File: src/rtl/intc_pkg.sv
// rtl/intc_pkg.sv - shared types and constants for the round-robin interrupt controller
package intc_pkg;

    typedef enum logic [1:0] {
        IDLE    = 2'd0,
        ASSERT  = 2'd1,
        SERVICE = 2'd2
    } state_t;

    localparam int ID_W = 4;

    localparam int PENDING_OFF = 0;
    localparam int MASK_OFF    = 4;
    localparam int CLAIM_OFF   = 8;
    localparam int CTRL_OFF    = 12;
    localparam int EOI_OFF     = 16;
    localparam int OVERRUN_OFF = 20;

    localparam int CTRL_GEN      = 0;
    localparam int CTRL_INSVC_LO = 4;
    localparam int CTRL_INSVC_HI = 7;
    localparam int CTRL_INTR     = 8;
    localparam int CTRL_OVR      = 9;

endpackage

File: src/rtl/rr_picker.sv
// rtl/rr_picker.sv - combinational round-robin winner search starting at a pointer
module rr_picker #(
    parameter int NUM_SRC = 4,
    parameter int ID_W    = 4
) (
    input  logic [NUM_SRC-1:0] eligible,
    input  logic [ID_W-1:0]    ptr,
    output logic [ID_W-1:0]    winner,
    output logic               valid
);

    int idx;

    // Scan from the farthest offset down so the closest eligible index at or after ptr wins
    always_comb begin
        winner = '0;
        valid  = 1'b0;
        idx    = 0;
        for (int k = NUM_SRC - 1; k >= 0; k--) begin
            idx = int'(ptr) + k;
            if (idx >= NUM_SRC) begin
                idx = idx - NUM_SRC;
            end
            if (|(eligible & (NUM_SRC'(1) << idx))) begin
                winner = ID_W'(idx);
                valid  = 1'b1;
            end
        end
    end

endmodule

File: src/rtl/intc_rr_controller.sv
// rtl/intc_rr_controller.sv - memory-mapped round-robin interrupt controller (optional INTC_OVERRUN_EN)
module intc_rr_controller
    import intc_pkg::*;
#(
    parameter int              BITS    = 32,
    parameter int              NUM_SRC = 4,
    parameter logic [BITS-1:0] BASE    = 32'hF0000100
) (
    input  logic               clk,
    input  logic               reset,
    input  logic               we,
    input  logic               re,
    input  logic [BITS-1:0]    memAddr,
    input  logic [BITS-1:0]    dataBusIn,
    input  logic [NUM_SRC-1:0] irqReq,
    output logic               intr,
    output logic [BITS-1:0]    dataBusOut
);

    state_t             state;
    logic [ID_W-1:0]    sel_id;
    logic [ID_W-1:0]    in_service;
    logic [ID_W-1:0]    rr_ptr;
    logic [ID_W-1:0]    next_ptr;
    logic [NUM_SRC-1:0] irq_prev;
    logic [NUM_SRC-1:0] pending;
    logic [NUM_SRC-1:0] mask;
    logic               gen;
    logic [NUM_SRC-1:0] pend_n;
    logic [NUM_SRC-1:0] mask_n;
    logic               gen_n;
    logic [NUM_SRC-1:0] edges;
    logic [NUM_SRC-1:0] eligible;
    logic [NUM_SRC-1:0] sel_oh;
    logic [ID_W-1:0]    winner;
    logic               win_valid;
    logic [BITS-1:0]    off;
    logic               rd_en;
    logic               wr_pend, wr_mask, wr_ctrl, wr_eoi;
    logic               rd_claim, claim;
    logic               ovr_any;
    logic               unused_bits;

    assign off      = memAddr - BASE;
    assign rd_en    = re & ~we;
    assign wr_pend  = we & (off == BITS'(PENDING_OFF));
    assign wr_mask  = we & (off == BITS'(MASK_OFF));
    assign wr_ctrl  = we & (off == BITS'(CTRL_OFF));
    assign wr_eoi   = we & (off == BITS'(EOI_OFF));
    assign rd_claim = rd_en & (off == BITS'(CLAIM_OFF));
    assign claim    = rd_claim & (state == ASSERT);

    assign edges    = irqReq & ~irq_prev;
    assign eligible = pending & mask;
    assign sel_oh   = NUM_SRC'(1) << sel_id;
    assign mask_n   = wr_mask ? dataBusIn[NUM_SRC-1:0] : mask;
    assign gen_n    = wr_ctrl ? dataBusIn[CTRL_GEN] : gen;
    assign next_ptr = ({1'b0, in_service} >= (ID_W + 1)'(NUM_SRC)) ? '0 : in_service;

    assign unused_bits = ^dataBusIn;

    // Next pending: clears first, new edges last so a set beats a same-cycle clear
    always_comb begin
        pend_n = pending;
        if (wr_pend) begin
            pend_n = pend_n & ~dataBusIn[NUM_SRC-1:0];
        end
        if (claim) begin
            pend_n = pend_n & ~sel_oh;
        end
        pend_n = pend_n | edges;
    end

    rr_picker #(
        .NUM_SRC (NUM_SRC),
        .ID_W    (ID_W)
    ) u_picker (
        .eligible (eligible),
        .ptr      (rr_ptr),
        .winner   (winner),
        .valid    (win_valid)
    );

    // Edge history, pending, mask and global enable
    always_ff @(posedge clk or negedge reset) begin
        if (!reset) begin
            irq_prev <= '0;
            pending  <= '0;
            mask     <= '0;
            gen      <= 1'b0;
        end else begin
            irq_prev <= irqReq;
            pending  <= pend_n;
            mask     <= mask_n;
            gen      <= gen_n;
        end
    end

    // Arbitration / claim / EOI sequencing; intr rises on the second ASSERT cycle
    always_ff @(posedge clk or negedge reset) begin
        if (!reset) begin
            state      <= IDLE;
            sel_id     <= '0;
            intr       <= 1'b0;
            in_service <= '0;
            rr_ptr     <= '0;
        end else begin
            case (state)
                IDLE: begin
                    intr <= 1'b0;
                    if (gen && win_valid) begin
                        sel_id <= winner;
                        state  <= ASSERT;
                    end
                end
                ASSERT: begin
                    if (claim) begin
                        in_service <= sel_id + 1'b1;
                        state      <= SERVICE;
                        intr       <= 1'b0;
                    end else if (!(|(pend_n & mask_n & sel_oh)) || !gen_n) begin
                        state <= IDLE;
                        intr  <= 1'b0;
                    end else begin
                        intr <= 1'b1;
                    end
                end
                SERVICE: begin
                    intr <= 1'b0;
                    if (wr_eoi && (dataBusIn[ID_W-1:0] == in_service)) begin
                        in_service <= '0;
                        rr_ptr     <= next_ptr;
                        state      <= IDLE;
                    end
                end
                default: begin
                    state <= IDLE;
                    intr  <= 1'b0;
                end
            endcase
        end
    end

`ifdef INTC_OVERRUN_EN
    logic [NUM_SRC-1:0] ovr;
    logic               wr_ovr;

    assign wr_ovr  = we & (off == BITS'(OVERRUN_OFF));
    assign ovr_any = |ovr;

    // Sticky overrun: an edge on an already-pending source, set beats W1C
    always_ff @(posedge clk or negedge reset) begin
        if (!reset) begin
            ovr <= '0;
        end else begin
            ovr <= (wr_ovr ? (ovr & ~dataBusIn[NUM_SRC-1:0]) : ovr) | (edges & pending);
        end
    end
`else
    assign ovr_any = 1'b0;
`endif

    // Combinational read mux; zero unless a register of this block is read
    always_comb begin
        dataBusOut = '0;
        if (rd_en) begin
            if (off == BITS'(PENDING_OFF)) begin
                dataBusOut = BITS'(pending);
            end else if (off == BITS'(MASK_OFF)) begin
                dataBusOut = BITS'(mask);
            end else if (off == BITS'(CLAIM_OFF)) begin
                dataBusOut = (state == ASSERT) ? BITS'(sel_id + 1'b1) : '0;
            end else if (off == BITS'(CTRL_OFF)) begin
                dataBusOut[CTRL_GEN]                     = gen;
                dataBusOut[CTRL_INSVC_HI:CTRL_INSVC_LO]  = in_service;
                dataBusOut[CTRL_INTR]                    = intr;
                dataBusOut[CTRL_OVR]                     = ovr_any;
`ifdef INTC_OVERRUN_EN
            end else if (off == BITS'(OVERRUN_OFF)) begin
                dataBusOut = BITS'(ovr);
`endif
            end
        end
    end

endmodule

File: config.mk
export PLATFORM = sky130hd
export DESIGN_NAME = intc_rr_controller
export DESIGN_NICKNAME = d
export VERILOG_FILES = /design/src/rtl/intc_pkg.sv /design/src/rtl/rr_picker.sv /design/src/rtl/intc_rr_controller.sv
export SDC_FILE = /design/constraint.sdc
export NUM_CORES = 1
export LEC_CHECK = 0
export CAP_MARGIN = 5
export CORE_ASPECT_RATIO = 0.75
export CORE_MARGIN = 4
export CORE_UTILIZATION = 47
export DETAILED_ROUTE_END_ITERATION = 16
export PLACE_DENSITY = 0.87
export SLEW_MARGIN = 20
export SYNTH_ARGS = -nofsm -noshare
export SYNTH_HDL_FRONTEND = slang
export SYNTH_SLANG_ARGS = --single-unit
File: constraint.sdc
create_clock -name clk -period 5.3 [get_ports clk]
set_input_delay 1.325 -clock clk [delete_from_list [all_inputs] [get_ports clk]]
set_output_delay 1.325 -clock clk [all_outputs]
set_load 0.03 [all_outputs]
==> results of run 1 <==
-- registers in the layout (all words and copies together), names as in the netlist --
name,count
in_service,4
gen,1
pending,4
mask,4
rr_ptr,4
intr,1
irq_prev,4
state,2
sel_id,4
-- power groups by stage --
stage,Clock [mW],Combinational (mW),Sequential [mW]
final,0.162,0.0821,0.215
after global routing,0.176,0.0882,0.215
after global placement,0,0.0795,0.219
after detailed placement,0,0.0809,0.219
after floorplan,0,0.0496,0.219
after CTS,0.165,0.0811,0.215
-- kinds of logic after synthesis --
logic type / count (synthesis)
AND/OR/NAND/NOR: 130
XOR/XNOR: 11
buffers and inverters: 46
other: 1
AO/OA/AOI/OAI: 60
multiplexers: 9
adder cells (fa/ha/maj): 19
flip-flops: 28
-- cells in the mapped netlist, drive strengths merged (2+ instances only) --
cell	count	area (um2)
nor3	7	35.0
o211ai	3	22.5
a21oi	14	70.1
or4	6	48.8
nand4	4	25.0
and3	10	62.6
or2	3	18.8
xnor2	6	52.6
clkbuf	8	30.0
nand3	20	100
mux2i	2	20.0
dfrtp	28	701
nor4b	4	35.0
nand3b	2	15.0
nor3b	4	30.0
or3	3	18.8
a21o	4	30.0
mux2	7	90.1
inv	14	52.6
nor2	15	58.8
a32o	3	30.0
a31oi	4	25.0
nand2	26	97.6
a2111oi	3	45.1
buf	24	178
o21ai	15	75.1
ha	19	238
a211oi	2	15.0
nand2b	9	56.3
nor4	5	31.3
nor2b	7	43.8
xor2	5	43.8
or4b	2	20.0
-- final timing paths --
check / start / endpoint / slack, ns / cells after the start
setup reg to reg: rr_ptr[0]$_DFFE_PN0P_ / sel_id[0]$_DFFE_PN0P_ / 1.98 / 10
min in group asynchronous: reset / sel_id[0]$_DFFE_PN0P_ / 1.42 / 2
hold / removal: irq_prev[2]$_DFF_PN0_ / pending[2]$_DFF_PN0_ / 0.52 / 2
hold reg to reg: irq_prev[2]$_DFF_PN0_ / pending[2]$_DFF_PN0_ / 0.52 / 2
setup / recovery: memAddr[29] / dataBusOut[0] / 0.16 / 8
max in group asynchronous: reset / in_service[2]$_DFFE_PN0P_ / 3.63 / 2
-- layout make-up --
class                      count  share of cell area (%)
clock buffer                   3                    1.32
sequential                    28                    22.4
timing repair buffer          56                    17.0
tap                           72                    2.88
clock inverter                 1                   0.960
inverter                      14                    1.68
multi-input combinational    252                    53.8
-- routing by layer --
layer	vias to the layer above	GRT usage (%)
li1	1161	-
met1	1119	29.2
met2	131	31.8
met3	15	3.21
met4	0	2.11
met5	-	0
-- critical path, delay by kind of cell --
family | cells | cell delay (ns)
buf+inv | 2 | 0.71
simple gates | 4 | 1.07
compound gates | 2 | 0.70
-- layout by cell type (no fill, tap or decap), types with 2 or more instances in the layout --
master | netlist | routed
sky130_fd_sc_hd__clkdlybuf4s50_1 | 0 | 44
sky130_fd_sc_hd__dfrtp_1 | 28 | 28
sky130_fd_sc_hd__nand2_1 | 26 | 26
sky130_fd_sc_hd__conb_1 | 1 | 23
sky130_fd_sc_hd__nand3_1 | 20 | 20
sky130_fd_sc_hd__ha_1 | 19 | 19
sky130_fd_sc_hd__o21ai_0 | 15 | 15
sky130_fd_sc_hd__inv_1 | 14 | 14
sky130_fd_sc_hd__a21oi_1 | 14 | 14
sky130_fd_sc_hd__nor2_1 | 14 | 14
sky130_fd_sc_hd__buf_4 | 23 | 12
sky130_fd_sc_hd__and3_1 | 10 | 10
sky130_fd_sc_hd__nand2b_1 | 9 | 9
sky130_fd_sc_hd__nor3_1 | 7 | 7
sky130_fd_sc_hd__nor2b_1 | 7 | 7
sky130_fd_sc_hd__xnor2_1 | 6 | 6
sky130_fd_sc_hd__xor2_1 | 5 | 5
sky130_fd_sc_hd__nor4_1 | 5 | 5
sky130_fd_sc_hd__or4_1 | 5 | 5
sky130_fd_sc_hd__nor4b_1 | 4 | 4
sky130_fd_sc_hd__nor3b_1 | 4 | 4
sky130_fd_sc_hd__nand4_1 | 4 | 4
sky130_fd_sc_hd__a21o_1 | 4 | 4
sky130_fd_sc_hd__a31oi_1 | 4 | 4
sky130_fd_sc_hd__mux2_2 | 4 | 4
sky130_fd_sc_hd__or2_2 | 3 | 3
sky130_fd_sc_hd__or3_1 | 3 | 3
sky130_fd_sc_hd__mux2_4 | 3 | 3
sky130_fd_sc_hd__a32o_1 | 3 | 3
sky130_fd_sc_hd__o211ai_1 | 3 | 3
sky130_fd_sc_hd__clkbuf_8 | 0 | 3
sky130_fd_sc_hd__nand3b_1 | 2 | 2
sky130_fd_sc_hd__mux2i_1 | 2 | 2
sky130_fd_sc_hd__a211oi_1 | 2 | 2
-- repair_timing --
| action | in CTS | in global routing |
|---|---|---|
| endpoints found under the setup margin | 0 | 3 |
| gates resized for setup | 0 | 1 |
| hold endpoints to repair | 0 | 0 |
==> summary.md, run 1 <==
- **antenna violations before repair** 0
- **Clock Path Buffers** 2
- **Max-Slew Margin vs Limit** 53.8%
- **list of cells traversed by the critical path** clkdlybuf4s50_1, or4_1, a2111oi_1, nand3_1, nor2_1, nand3_1, a211oi_1, buf_4
- **RSZ-0062 raised after global routing** false
- **switching power** 108 uW
- **number of sinks handled by clock tree synthesis** 28
- **total grt overflow** 0
- **DR vias** 2426
- **largest family of logic cells by synthesized area** simple AND/OR/NAND/NOR gates
- **sequential standard cell area** 701 um2
- **clock tree root driver cell** sky130_fd_sc_hd__clkbuf_8
- **amount of wire on met2 after detailed routing** 2.90 mm
- **shortest period the worst path allows** 5.14 ns
- **Synth warnings** 0
- **die height** 71.9 um
- **basic-gate share of the synthesized area counting and, or, nand and nor cells** 28.2%
- **Max IR drop VDD** 0.142 mV
- **critical path required time** 3.97 ns
- **chip width** 93.2 um
- **library cells used by synthesis** 55
- **final setup vio count** 0
- **average vias per placed instance** 5.69
- **sum of negative setup slack** 0 ns
- **Setup Fix Bufs, Post-CTS** 0
- **logic gate share of total power** 17.9%
- **endpoint class of the critical path** output pin
- **Post-DP HPWL** 5.37 mm
- **power per unit of standard cell area** 147 nW/um2
- **fmax** 195 MHz
- **maximum number of pins on one net before global-route repair** 29
- **Setup WS post-layout** 0.159 ns
- **antenna violation net count after detailed routing** 0
- **highest-delay cell along the critical path** sky130_fd_sc_hd__or4_1
- **post-route cell area** 3130 um2
- **total of hold buffers inserted after clock tree synthesis** 0
- **largest fanout of any net on the critical path** 6
- **sequential-to-total area share from yosys stat** 27.4%
- **most used cell, CP** sky130_fd_sc_hd__nand3_1
- **first-pass GRT wire length** 10.9 mm
- **Final Cycle Share** 97.0%
- **effective utilization at floorplan** 50.5%
- **GPL Wtd Cong** 0.913
- **share of flip-flops with an asynchronous set or reset after synthesis** 100%
- **all-layer global routing usage** 19.9%
- **internal power summed over all cells** 351 uW
- **Final Slew Violations** 0
- **synthesis-to-finish area growth** 22.2%
- **hold slack final** 0.524 ns
- **residual DRC count** 0
- **Placed Cells** 422
- **commonest register cell after synthesis** sky130_fd_sc_hd__dfrtp_1
- **number of I/O pins** 105
- **type of the worst setup path** input pin to output pin
- **final core utilization** 61.8%
- **net switching share of the total power** 23.6%
- **area fraction in compound gates after synthesis** 16.8%
- **result of the run** completed
- **CTS H-tree depth** 1
- **EDFF count, synth** 0
- **Post-Place Setup Slack** 0.186 ns
- **adder-cell share of the synthesized area** 9.29%
- **number of clock buffers inserted by TritonCTS** 3
- **Antenna Cells** 0
- **Final Net Count** 446
- **MaxCap Viol Count** 0
- **clock-pin transition on the worst setup and hold timing paths** 0.09 ns
- **layout cells sized above 1** 9.60%
- **core area** 5060 um2
- **Max Clock Skew** 0.00524 ns
- **area occupied by multi-input gates** 1680 um2
- **per-instance average area after synthesis** 8.42 um2
- **IO Port Bufs** 53
- **Site Rows** 22
- **TritonCTS clock tree** done
- **static leakage** 1.35 nW
- **routed metal-1 wire length** 2.97 mm
- **Total Power** 459 uW
- **xor and xnor fraction of the mapped netlist area** 3.76%
- **Hold Fails Final Rpt** 0
- **number of DRC markers in iteration 0** 274
- **clock latency reported for the late side of the worst-skew pair** 0.27 ns
- **length of the first detailed-routing pass in iterations** 6
- **signal arrival time at the worst endpoint** 3.82 ns
- **share of total power in the clock network** 35.3%
- **multiplexer area fraction after synthesis** 4.30%
- **floorplan die area** 6700 um2
- **Flop pwr share** 46.8%
- **total of flip-flops plus latches after synthesis** 28
- **cells after synthesis** 304
- **post-synthesis cell area** 2560 um2
- **detail-routed net length per standard cell** 15.5 um
- **total length of routed met3 wires** 644 um
- **DR top layer** met4
- **startpoint type of the worst setup path** input pin
- **kind of path behind the tightest hold check** flop to flop
- **biggest cell delay along the critical path** 0.53 ns
- **Post-DP Area** 3060 um2
- **count of non-filler cells in the finished layout** 426
- **vias in the first global route** 2226
- **overall routed net length** 6.59 mm
- **worst slew pin tran** 0.686 ns
- **total of fill cells in the finished design** 436
Note: power is estimated with default switching activity, not from simulation.
==> run 2: changes to the inputs <==
--- a/config.mk
+++ b/config.mk
@@ -8,9 +8,9 @@
 export CAP_MARGIN = 5
 export CORE_ASPECT_RATIO = 0.75
 export CORE_MARGIN = 4
-export CORE_UTILIZATION = 47
+export CORE_UTILIZATION = 44
 export DETAILED_ROUTE_END_ITERATION = 16
-export PLACE_DENSITY = 0.87
+export PLACE_DENSITY = 0.83
 export SLEW_MARGIN = 20
 export SYNTH_ARGS = -nofsm -noshare
 export SYNTH_HDL_FRONTEND = slang
==> constraint.sdc (replaced) <==
create_clock -name clk -period 5.7 [get_ports clk]
set_input_delay 1.425 -clock clk [delete_from_list [all_inputs] [get_ports clk]]
set_output_delay 1.425 -clock clk [all_outputs]
set_load 0.03 [all_outputs]
==> run 2 against run 1 <==
Cell area is 0.44% lower. Hold slack worse by 0.0053 ns. Utilization is 5.1 points lower. Combinational power is 7.6% lower. Clock skew is 0.0021 ns higher. Die area is 6.1% higher. Global-route usage is 0.064 points higher. Count of clock-buffer cells in the layout is 1 higher. Sequential share of layout area is 0.099 points higher. Critical path depth stayed put. Wire length is 1.5% higher. Critical path type unchanged. Critical endpoint unchanged. Highest routed layer unchanged.
==> summary.md, run 2 (synthesis gave the netlist of run 1 again) <==
- **number of I/O pins** 105, unchanged
- **average vias per placed instance** 5.56, -2.4%
- **r2r worst-path depth** 10, unchanged
- **worst slew pin tran** 0.780 ns, +0.0941 ns
- **most used cell, CP** sky130_fd_sc_hd__nand3_1
- **signal arrival time at the worst endpoint** 4.06 ns, +0.24 ns
- **Clock Path Buffers** 2, unchanged
- **startpoint type of the worst setup path** input pin
- **critical path required time** 4.28 ns, +0.31 ns
- **vias in the first global route** 2282, +2.5%
- **layout cells sized above 1** 9.60%, unchanged
- **endpoint class of the critical path** output pin
- **floorplan die area** 7110 um2, +6.1%
- **Antenna Cells** 0, unchanged
- **CTS H-tree depth** 1, unchanged
- **biggest cell delay along the critical path** 0.53 ns, about the same
- **worst reg2reg endpoint** sel_id[0]$_DFFE_PN0P_
- **list of cells traversed by the critical path** clkdlybuf4s50_1, or4_1, a2111oi_0, nand3_1, nor2_1, nand3_1, a211oi_1, buf_4
- **all-layer global routing usage** 19.9%, +0.064 points
- **Setup Fix Bufs, Post-CTS** 0, unchanged
- **Setup WS post-layout** 0.217 ns, +0.0579 ns
- **sum of negative setup slack** 0 ns, unchanged
- **core area** 5500 um2, +8.5%
- **total of fill cells in the finished design** 494, +13%
- **leading cell type in the layout, fill and taps excluded** sky130_fd_sc_hd__clkdlybuf4s50_1
- **static leakage** 1.35 nW, -0.51%
- **kind of path behind the tightest hold check** flop to flop
- **clock-pin transition on the worst setup and hold timing paths** 0.08 ns, about the same
- **Worst Hold Path Cells** 2, unchanged
- **Final Cycle Share** 96.2%
- **MaxCap Viol Count** 0, unchanged
- **maximum number of pins on one net before global-route repair** 29, unchanged
- **result of the run** completed
- **Site Rows** 23, +4.5%
- **hold endpoint** pending[2]$_DFF_PN0_
- **chip width** 96.1 um, +3.1%
- **setup slack of the worst register-to-register path** 2.41 ns, +0.43 ns
- **highest-delay cell along the critical path** sky130_fd_sc_hd__or4_1
- **die height** 74.1 um, +3.0%
- **Final Slew Violations** 0, unchanged
- **Max-Slew Margin vs Limit** 47.5%, -6.3 points
- **detail-routed net length per standard cell** 15.6 um, +0.76%
- **total of hold buffers inserted after clock tree synthesis** 0, unchanged
- **IO Port Bufs** 53, unchanged
- **TritonCTS clock tree** done
- **first-pass GRT wire length** 11.3 mm, +2.8%
- **final setup vio count** 0, unchanged
- **type of the worst setup path** input pin to output pin
- **number of sinks handled by clock tree synthesis** 28, unchanged
- **shortest period the worst path allows** 5.48 ns
- **antenna violation net count after detailed routing** 0, unchanged
- **power per unit of standard cell area** 127 nW/um2, -13%
- **Post-DP HPWL** 5.56 mm, +3.5%
- **fmax** 182 MHz
- **largest fanout of any net on the critical path** 6, unchanged
- **RSZ-0062 raised after global routing** false
- **Post-Place Setup Slack** 0.239 ns, +0.0536 ns
- **DR vias** 2384, -1.7%
- **Hold Startpoint** irq_prev[2]$_DFF_PN0_
- **Max Clock Skew** 0.00738 ns, +0.00214 ns
- **antenna violations before repair** 0, unchanged
- **overall routed net length** 6.68 mm, +1.5%
- **effective utilization at floorplan** 46.6%, -4.0 points
- **total grt overflow** 0, unchanged
- **length of the first detailed-routing pass in iterations** 4, -2
- **clock tree root driver cell** sky130_fd_sc_hd__clkbuf_8
- **most used cells in the layout excluding fill and tap cells** sky130_fd_sc_hd__clkdlybuf4s50_1 (44), sky130_fd_sc_hd__dfrtp_1 (28), sky130_fd_sc_hd__nand2_1 (26)
- **Final Net Count** 446, unchanged
- **GPL Wtd Cong** 0.889, -2.6%
- **Max IR drop VDD** 0.144 mV, +1.7%
- **Hold Fails Final Rpt** 0, unchanged
- **clock latency reported for the late side of the worst-skew pair** 0.28 ns, about the same
- **number of DRC markers in iteration 0** 138, -50%
- **final core utilization** 56.7%, -5.1 points
- **residual DRC count** 0, unchanged
- **number of clock buffers inserted by TritonCTS** 3, unchanged
- **synthesis-to-finish area growth** 21.7%
- **worst reg2reg path startpoint** rr_ptr[0]$_DFFE_PN0P_
- **cells resized by post-CTS repair** 0, unchanged
-- run 2: changes by cell type in the layout (fill, tap and decap cells not counted), sizes merged --
| cell | delta |
|---|---|
| bufinv | -1 |
| clkbuf | +1 |
-- run 2: where the power goes --
group	leakage [nW]	switching, mW	internal, mW
Combinational	0.968	0.0431	0.0328
Clock	0.0288	0.0589	0.0619
Sequential	0.351	0.000317	0.200
-- run 2: area by class of cell --
type                       instances  area (um2)  area share [%]
tap                               75        93.8            3.01
sequential                        28         701            22.5
inverter                          14        52.6            1.69
timing repair buffer              56         531            17.0
multi-input combinational        252        1680            54.0
clock buffer                       4        55.1            1.77
-- run 2: critical path, delay by kind of cell --
kind | cells | cell delay, ns
simple gates | 4 | 1.14
compound gates | 2 | 0.77
buf+inv | 2 | 0.70
-- run 2: layer usage --
metal / routed length, um / part of all wire (%) / global-route usage (%)
met5: 0 / 0 / 0
met4: 44 / 0.66 / 3.94
met3: 604 / 9.0 / 3.64
met2: 3150 / 47 / 32.6
met1: 2890 / 43 / 27.7
-- run 2: worst max path at each step --
stage,start,endpoint,slack (ns),depth (start not counted)
6_report,memAddr[29],dataBusOut[0],0.22,8
3_3_place_gp,memAddr[29],dataBusOut[0],0.32,8
3_5_place_dp,memAddr[29],dataBusOut[0],0.24,8
4_1_cts,memAddr[29],dataBusOut[0],0.22,8
2_1_floorplan,memAddr[17],dataBusOut[0],0.55,6
5_1_grt,memAddr[29],dataBusOut[8],0.009,9
-- run 2: metrics by stage --
| stage | hold WS (ns) | cells | total power [mW] | cell area, um2 |
|---|---|---|---|---|
| 2_1_floorplan | 0.475 | 326 | 0.250 | 2640 |
| 3_3_place_gp | 0.508 | 425 | 0.278 | 3060 |
| 3_5_place_dp | 0.513 | 425 | 0.279 | 3060 |
| 4_1_cts | 0.530 | 429 | 0.399 | 3110 |
| 5_1_grt | 0.556 | 429 | 0.416 | 3110 |
| 6_report | 0.519 | 429 | 0.397 | 3110 |
